==> src/rtl/cfg_chain_loader.sv <==
`default_nettype none
// ============================================================================
//  Module      : cfg_chain_loader
//  Description : Collects layer configuration frames from a host word stream
//                and shifts each frame, LSB first, into a serial configuration
//                chain. NLAYER frames are loaded per START request; a one-cycle
//                gap separates frames and DONE pulses once after the last one.
//
//  Ports
//    clk_i         single clock, all state updates on the rising edge
//    rstb_i        synchronous active-low reset
//    start_i       one-cycle request to begin a load sequence (IDLE only)
//    abort_i       cancels a running sequence, returns to IDLE
//    wr_valid_i    host word valid
//    wr_ready_o    word accepted this cycle (high only while loading)
//    wr_data_i     frame word k carries frame bits [k*WORD_WIDTH +: WORD_WIDTH]
//    cfg_we_o      serial chain write enable (registered)
//    cfg_d_o       serial chain data (registered)
//    busy_o        high in every state except IDLE
//    done_o        one-cycle pulse after the final frame has been shifted
//    layer_o       index of the frame being loaded or shifted
//
//  Revision    : 1.0  initial release
// ============================================================================
module cfg_chain_loader #(
    parameter int FRAME_WIDTH = 128,
    parameter int WORD_WIDTH  = 16,
    parameter int NLAYER      = 5
) (
    input  logic                  clk_i,
    input  logic                  rstb_i,
    input  logic                  start_i,
    input  logic                  abort_i,
    input  logic                  wr_valid_i,
    output logic                  wr_ready_o,
    input  logic [WORD_WIDTH-1:0] wr_data_i,
    output logic                  cfg_we_o,
    output logic                  cfg_d_o,
    output logic                  busy_o,
    output logic                  done_o,
    output logic [2:0]            layer_o
);

    localparam int NWORDS = FRAME_WIDTH / WORD_WIDTH;
    localparam int WCW    = (NWORDS > 1) ? $clog2(NWORDS) : 1;
    localparam int BCW    = (FRAME_WIDTH > 1) ? $clog2(FRAME_WIDTH) : 1;

    localparam logic [WCW-1:0] LAST_WORD  = WCW'(NWORDS - 1);
    localparam logic [BCW-1:0] LAST_BIT   = BCW'(FRAME_WIDTH - 1);
    localparam logic [2:0]     LAST_LAYER = 3'(NLAYER - 1);

    typedef enum logic [2:0] {
        ST_IDLE  = 3'd0,
        ST_LOAD  = 3'd1,
        ST_SHIFT = 3'd2,
        ST_GAP   = 3'd3,
        ST_FIN   = 3'd4
    } state_t;

    state_t                 state_q, state_d;
    logic [2:0]             layer_q, layer_d;
    logic [WCW-1:0]         wcnt_q,  wcnt_d;
    logic [BCW-1:0]         bcnt_q,  bcnt_d;
    logic [FRAME_WIDTH-1:0] frame_q, frame_d;
    logic                   cfg_we_q, cfg_we_d;
    logic                   cfg_d_q,  cfg_d_d;
    logic                   w_accept;

    // Ready depends only on the registered state so the host sees a clean
    // handshake; a word is consumed on any LOAD cycle with valid high.
    assign w_accept = (state_q == ST_LOAD) && wr_valid_i;

    always_comb begin
        state_d = state_q;
        layer_d = layer_q;
        wcnt_d  = wcnt_q;
        bcnt_d  = bcnt_q;
        frame_d = frame_q;

        case (state_q)
            ST_IDLE: begin
                if (start_i) begin
                    state_d = ST_LOAD;
                    layer_d = 3'd0;
                    wcnt_d  = '0;
                end
            end
            ST_LOAD: begin
                if (w_accept) begin
                    frame_d[int'(wcnt_q) * WORD_WIDTH +: WORD_WIDTH] = wr_data_i;
                    if (wcnt_q == LAST_WORD) begin
                        state_d = ST_SHIFT;
                        bcnt_d  = '0;
                    end else begin
                        wcnt_d = wcnt_q + 1'b1;
                    end
                end
            end
            ST_SHIFT: begin
                if (bcnt_q == LAST_BIT) begin
                    state_d = ST_GAP;
                end else begin
                    bcnt_d = bcnt_q + 1'b1;
                end
            end
            ST_GAP: begin
                if (layer_q == LAST_LAYER) begin
                    state_d = ST_FIN;
                end else begin
                    state_d = ST_LOAD;
                    layer_d = layer_q + 3'd1;
                    wcnt_d  = '0;
                end
            end
            ST_FIN: begin
                state_d = ST_IDLE;
            end
            default: begin
                state_d = ST_IDLE;
            end
        endcase

        // Abort overrides every other transition of a running sequence.
        if (abort_i && (state_q != ST_IDLE)) begin
            state_d = ST_IDLE;
        end
    end

    // Chain outputs are registered from next-state values so the first
    // enabled cycle lines up with entry into SHIFT. frame_d already holds
    // the word written on the final handshake, so bit 0 is always current.
    always_comb begin
        cfg_we_d = (state_d == ST_SHIFT);
        cfg_d_d  = (state_d == ST_SHIFT) ? frame_d[bcnt_d] : 1'b0;
    end

    always_ff @(posedge clk_i) begin
        if (!rstb_i) begin
            state_q  <= ST_IDLE;
            layer_q  <= 3'd0;
            wcnt_q   <= '0;
            bcnt_q   <= '0;
            frame_q  <= '0;
            cfg_we_q <= 1'b0;
            cfg_d_q  <= 1'b0;
        end else begin
            state_q  <= state_d;
            layer_q  <= layer_d;
            wcnt_q   <= wcnt_d;
            bcnt_q   <= bcnt_d;
            frame_q  <= frame_d;
            cfg_we_q <= cfg_we_d;
            cfg_d_q  <= cfg_d_d;
        end
    end

    assign wr_ready_o = (state_q == ST_LOAD);
    assign cfg_we_o   = cfg_we_q;
    assign cfg_d_o    = cfg_d_q;
    assign busy_o     = (state_q != ST_IDLE);
    assign done_o     = (state_q == ST_FIN);
    assign layer_o    = layer_q;

endmodule
`default_nettype wire

==> config.mk <==
export PLATFORM = sky130hd
export DESIGN_NAME = cfg_chain_loader
export DESIGN_NICKNAME = d
export VERILOG_FILES = /design/src/rtl/cfg_chain_loader.sv
export SDC_FILE = /design/constraint.sdc
export NUM_CORES = 1
export LEC_CHECK = 0
export BUFFER_PORTS_ARGS = -buffer_cell sky130_fd_sc_hd__clkbuf_2
export CAP_MARGIN = 20
export CORE_MARGIN = 8
export CORE_UTILIZATION = 60
export DETAILED_ROUTE_END_ITERATION = 16
export GPL_TIMING_DRIVEN = 0
export HOLD_SLACK_MARGIN = 0.15
export PLACE_DENSITY_LB_ADDON = 0.1
export SLEW_MARGIN = 20
export SYNTH_ARGS = -nofsm -noshare
export SYNTH_HDL_FRONTEND = slang
export SYNTH_SLANG_ARGS = --single-unit
==> constraint.sdc <==
create_clock -name clk_i -period 4 [get_ports clk_i]
set_clock_uncertainty 0.05 [all_clocks]
set_input_delay 0.4 -clock clk_i [delete_from_list [all_inputs] [get_ports clk_i]]
set_output_delay 0.4 -clock clk_i [all_outputs]
set_load 0.03 [all_outputs]
==> parameters.txt <==
Parameter                              Value

Yosys
  Average instance area after synthesis    about 8.0 um2
  Share of the synthesized area in the top cell type    between 30% and 40%
  Synthesis Warnings    0
  Post-synth EDFFs    0
  Synth Area in Simple Gates    about a quarter
  Multiplexer area fraction after synthesis    15.6%
  Most common cell in the netlist    sky130_fd_sc_hd__nand2_1
  Parity-gate share of the synthesized area counting xor and xnor cells    0.226%
  Gate count of the mapped netlist    975
  Synth top area cells    sky130_fd_sc_hd__dfxtp_1 38%, sky130_fd_sc_hd__mux2i_1 12%, sky130_fd_sc_hd__nand2_1 9.1%, sky130_fd_sc_hd__a21oi_1 5.9%, sky130_fd_sc_hd__nor2_1 5.5%
  Share of synthesized cell area in full adder, half adder and majority cells    1.29%
  Most common library cells after synthesis    189 x sky130_fd_sc_hd__nand2_1, 146 x sky130_fd_sc_hd__dfxtp_1, 113 x sky130_fd_sc_hd__nor2_1, 94 x sky130_fd_sc_hd__mux2i_1, 92 x sky130_fd_sc_hd__a21oi_1
  Cell Area, Synth    approximately 0.0078 mm2
  Count of unique library cells instantiated by Yosys    66
  Share of synthesized registers carrying an async set or reset    0%
  Part of the Yosys area used for sequential elements    a little under two fifths
  Library cell occupying the most area in the post-synthesis netlist    sky130_fd_sc_hd__dfxtp_1
  Compound-gate portion of the synthesized area    between 10% and 20%
  Commonest register cell after synthesis    sky130_fd_sc_hd__dfxtp_1
  Dominant combinational cell family by area after synthesis    simple AND/OR/NAND/NOR gates
  Synthesized Nets    ~1000
  Synthesis-stage register bit count    ~150

CTS
  Maximum clock insertion buffer count    2
  Clock tree from TritonCTS    built
  Number of H-tree branching levels    4
  Clock-pin transition on the worst setup and hold timing paths    0.06 ns
  Number of clock sinks    about 150
  Clock Latency Late Sink    between 0.4 and 0.5 ns
  CTS root buf    sky130_fd_sc_hd__clkbuf_16
  TritonCTS Buffers    17

Drt
  Routed vias    roughly 7700
  Remaining routing DRC violations    0
  Total wire length    about 27000 um
  1st-pass router iterations    6
  Routed wire length per instance    22.5 um
  DRC marker count from the first detailed-route iteration    between 1000 and 1500
  Remaining number of nets flagged by the antenna check after routing    0
  Via density per instance    between 6 and 7

Finish
  Fill cell count    ~1100
  Reg area    0.00292 mm2
  Synthesis-to-layout area growth    13.3%
  Share of post-route cells with drive strength above 1    a little under an eighth
  Number of nets in the layout    approximately 1100
  Final core occ    between 60% and 70%
  Antenna diode instance count    0
  Area of combinational cells with multiple inputs    0.00452 mm2

Global route
  All-layer global routing usage    between 30 and 40%
  Number of antenna violations at the first check in global routing    0
  Via count of the first global-routing pass    a little over 7000
  Aggregate global routing overflow    0
  Maximum number of pins on one net before global-route repair    17
  First-pass GRT wire length    40900 um

Timing
  Maximum operating frequency    0.258 GHz
  Count of final setup violators    0
  Count of pins over their slew limit    0
  Least-Margin Pin Slew    ~1.1 ns
  Final Cycle Share    a little over nine tenths
  Worst slew margin relative to its limit    between 20% and 30%
  Final hold violations    0
  Setup repair after global routing missed its margin    false
  Min Clock Period, post-route    between 3 and 4 ns

Hold path
  Min-Delay Endpoint    state_q[2]
  Worst hold-check path type    in2reg
  Min-Delay Path Depth    3
  Hold Crit Start    abort_i

Pwr
  Power density normalized to cell area    about 360 mW/mm2
  Max IR drop VDD    approximately 0.3 mV
  Leakage power of the design    ~3.6 nW
  Overall power    between 3 and 4 mW

Die
  Placeable Area    0.0126 mm2
  Row cnt    a little over 40
  Number of top-level pins    29
  Die X-Extent    approximately 130 um
  Height of the die    roughly 130 um
  Starting density of the core    between 60 and 70%
  Die ar.    ~0.017 mm2

Worst setup path
  Register-to-register setup slack    around 0.12 ns
  Critical Path Fanout Max    10
  Data required time at the worst endpoint    approximately 4.3 ns
  Startpoint of the lowest-slack register-to-register path    bcnt_q[1]
  Critical setup path kind    reg2reg
  Path depth of the worst reg2reg path    11
  Arrival time worst endpoint    around 4.1 ns
  Crit end category    flip-flop
  Critical path launch point type    flip-flop
  Reg-to-reg critical path endpoint    cfg_d_o

Run
  Max cap viols    0

Placement
  Post-DP HPWL    a little under 20000 um
  Buffers on Ports    28
  Last weighted congestion value of the routability-driven placer    around 1.0

Outcome
  Status    completed
area by class of cell:
class | instances | area share (%)
Sequential cell | 146 | 33.3
Clock inverter | 12 | 1.20
Timing Repair Buffer | 33 | 2.05
Multi-Input combinational cell | 738 | 51.4
Clock buffer | 20 | 5.19
Buffer | 73 | 3.74
Tap cell | 172 | 2.45
Inverter | 18 | 0.768
power by group:
group | total (mW) | internal (mW) | switching [mW]
combinational | 0.197 | 0.0509 | 0.146
clock | 1.54 | 0.889 | 0.646
sequential | 1.47 | 1.46 | 0.00539
layer usage:
| metal | track usage (%) | part of all wire [%] |
|---|---|---|
| met1 | 42.4 | 40 |
| met2 | 49.3 | 43 |
| met3 | 6.98 | 12 |
| met4 | 18.3 | 6.0 |
| met5 | 0 | 0 |
cells in the final DEF (no fill, tap or decap), drive strengths merged, types with 4 or more instances in the layout:
cell    count
mux4        5
nand3      34
nor3       11
nand4      11
clkinv      6
a21boi      6
and2       27
and3       11
mux2       14
buf        27
nor2      113
o221ai      9
o211ai     16
inv        21
dfxtp     146
o21ai      11
a311oi      5
ha          8
a21o        4
mux2i      94
a21oi      92
nand2     189
nor2b       5
a31oi       9
clkbuf     98
nor3b       4
critical path, stage by stage (launching register included):
cell and delay [ns]:
sky130_fd_sc_hd__dfxtp_1 0.39, sky130_fd_sc_hd__ha_1 0.30, sky130_fd_sc_hd__nand3_1 0.26, sky130_fd_sc_hd__o31ai_4 0.51, sky130_fd_sc_hd__o22ai_4 0.16, sky130_fd_sc_hd__buf_4 0.24, sky130_fd_sc_hd__a21boi_0 0.73, sky130_fd_sc_hd__nor2_1 0.09
sky130_fd_sc_hd__o211a_1 0.24, sky130_fd_sc_hd__a311oi_1 0.33, sky130_fd_sc_hd__nor4_1 0.11, sky130_fd_sc_hd__o32a_1 0.32
cell families after synthesis:
logic type | Yosys count
flops | 146
mux | 113
simple gates | 425
xor+xnor | 2
buf+inv | 91
fa+ha+maj | 8
compound gates | 190
repair_timing:
action / 4_1_cts / 5_1_grt
pin swaps: 3 / 2
setup buffers: 4 / 0
gates resized for setup: 12 / 11
hold endpoints to repair: 1 / 0
hold buffers: 1 / 0
endpoints found under the setup margin: 11 / 1
sequential cells by signal, summed over array words and instances (netlist names):
signal	flops
layer_o	3
state_q	3
frame_q	128
bcnt_q	7
wcnt_q	3
cfg_we_o	1
cfg_d_o	1
stage by stage:
| step | cells | cell area, um2 | setup TNS (ns) | hold slack, ns | setup slack [ns] |
|---|---|---|---|---|---|
| 6_report | 1212 | 8790 | 0 | 0.192 | 0.122 |
| 2_1_floorplan | 975 | 7760 | 0 | 0.383 | 0.504 |
| 5_1_grt | 1212 | 8790 | 0 | 0.209 | 0.0162 |
| 4_1_cts | 1212 | 8760 | 0 | 0.188 | 0.0220 |
| 3_3_place_gp | 1175 | 8120 | -0.975 | 0.388 | -0.639 |
| 3_5_place_dp | 1175 | 8120 | -0.844 | 0.397 | -0.569 |
worst max path at each step:
| stage | end | startpoint | cells after the start |
|---|---|---|---|
| after global routing | cfg_d_o | wcnt_q[1] | 15 |
| final | cfg_d_o | bcnt_q[1] | 11 |
| after CTS | cfg_d_o | wcnt_q[0] | 15 |
| after floorplan | cfg_d_o | wcnt_q[0] | 14 |
| after detailed placement | cfg_d_o | wcnt_q[0] | 14 |
| after global placement | cfg_d_o | wcnt_q[0] | 14 |
Note: power is estimated with default switching activity, not from simulation.
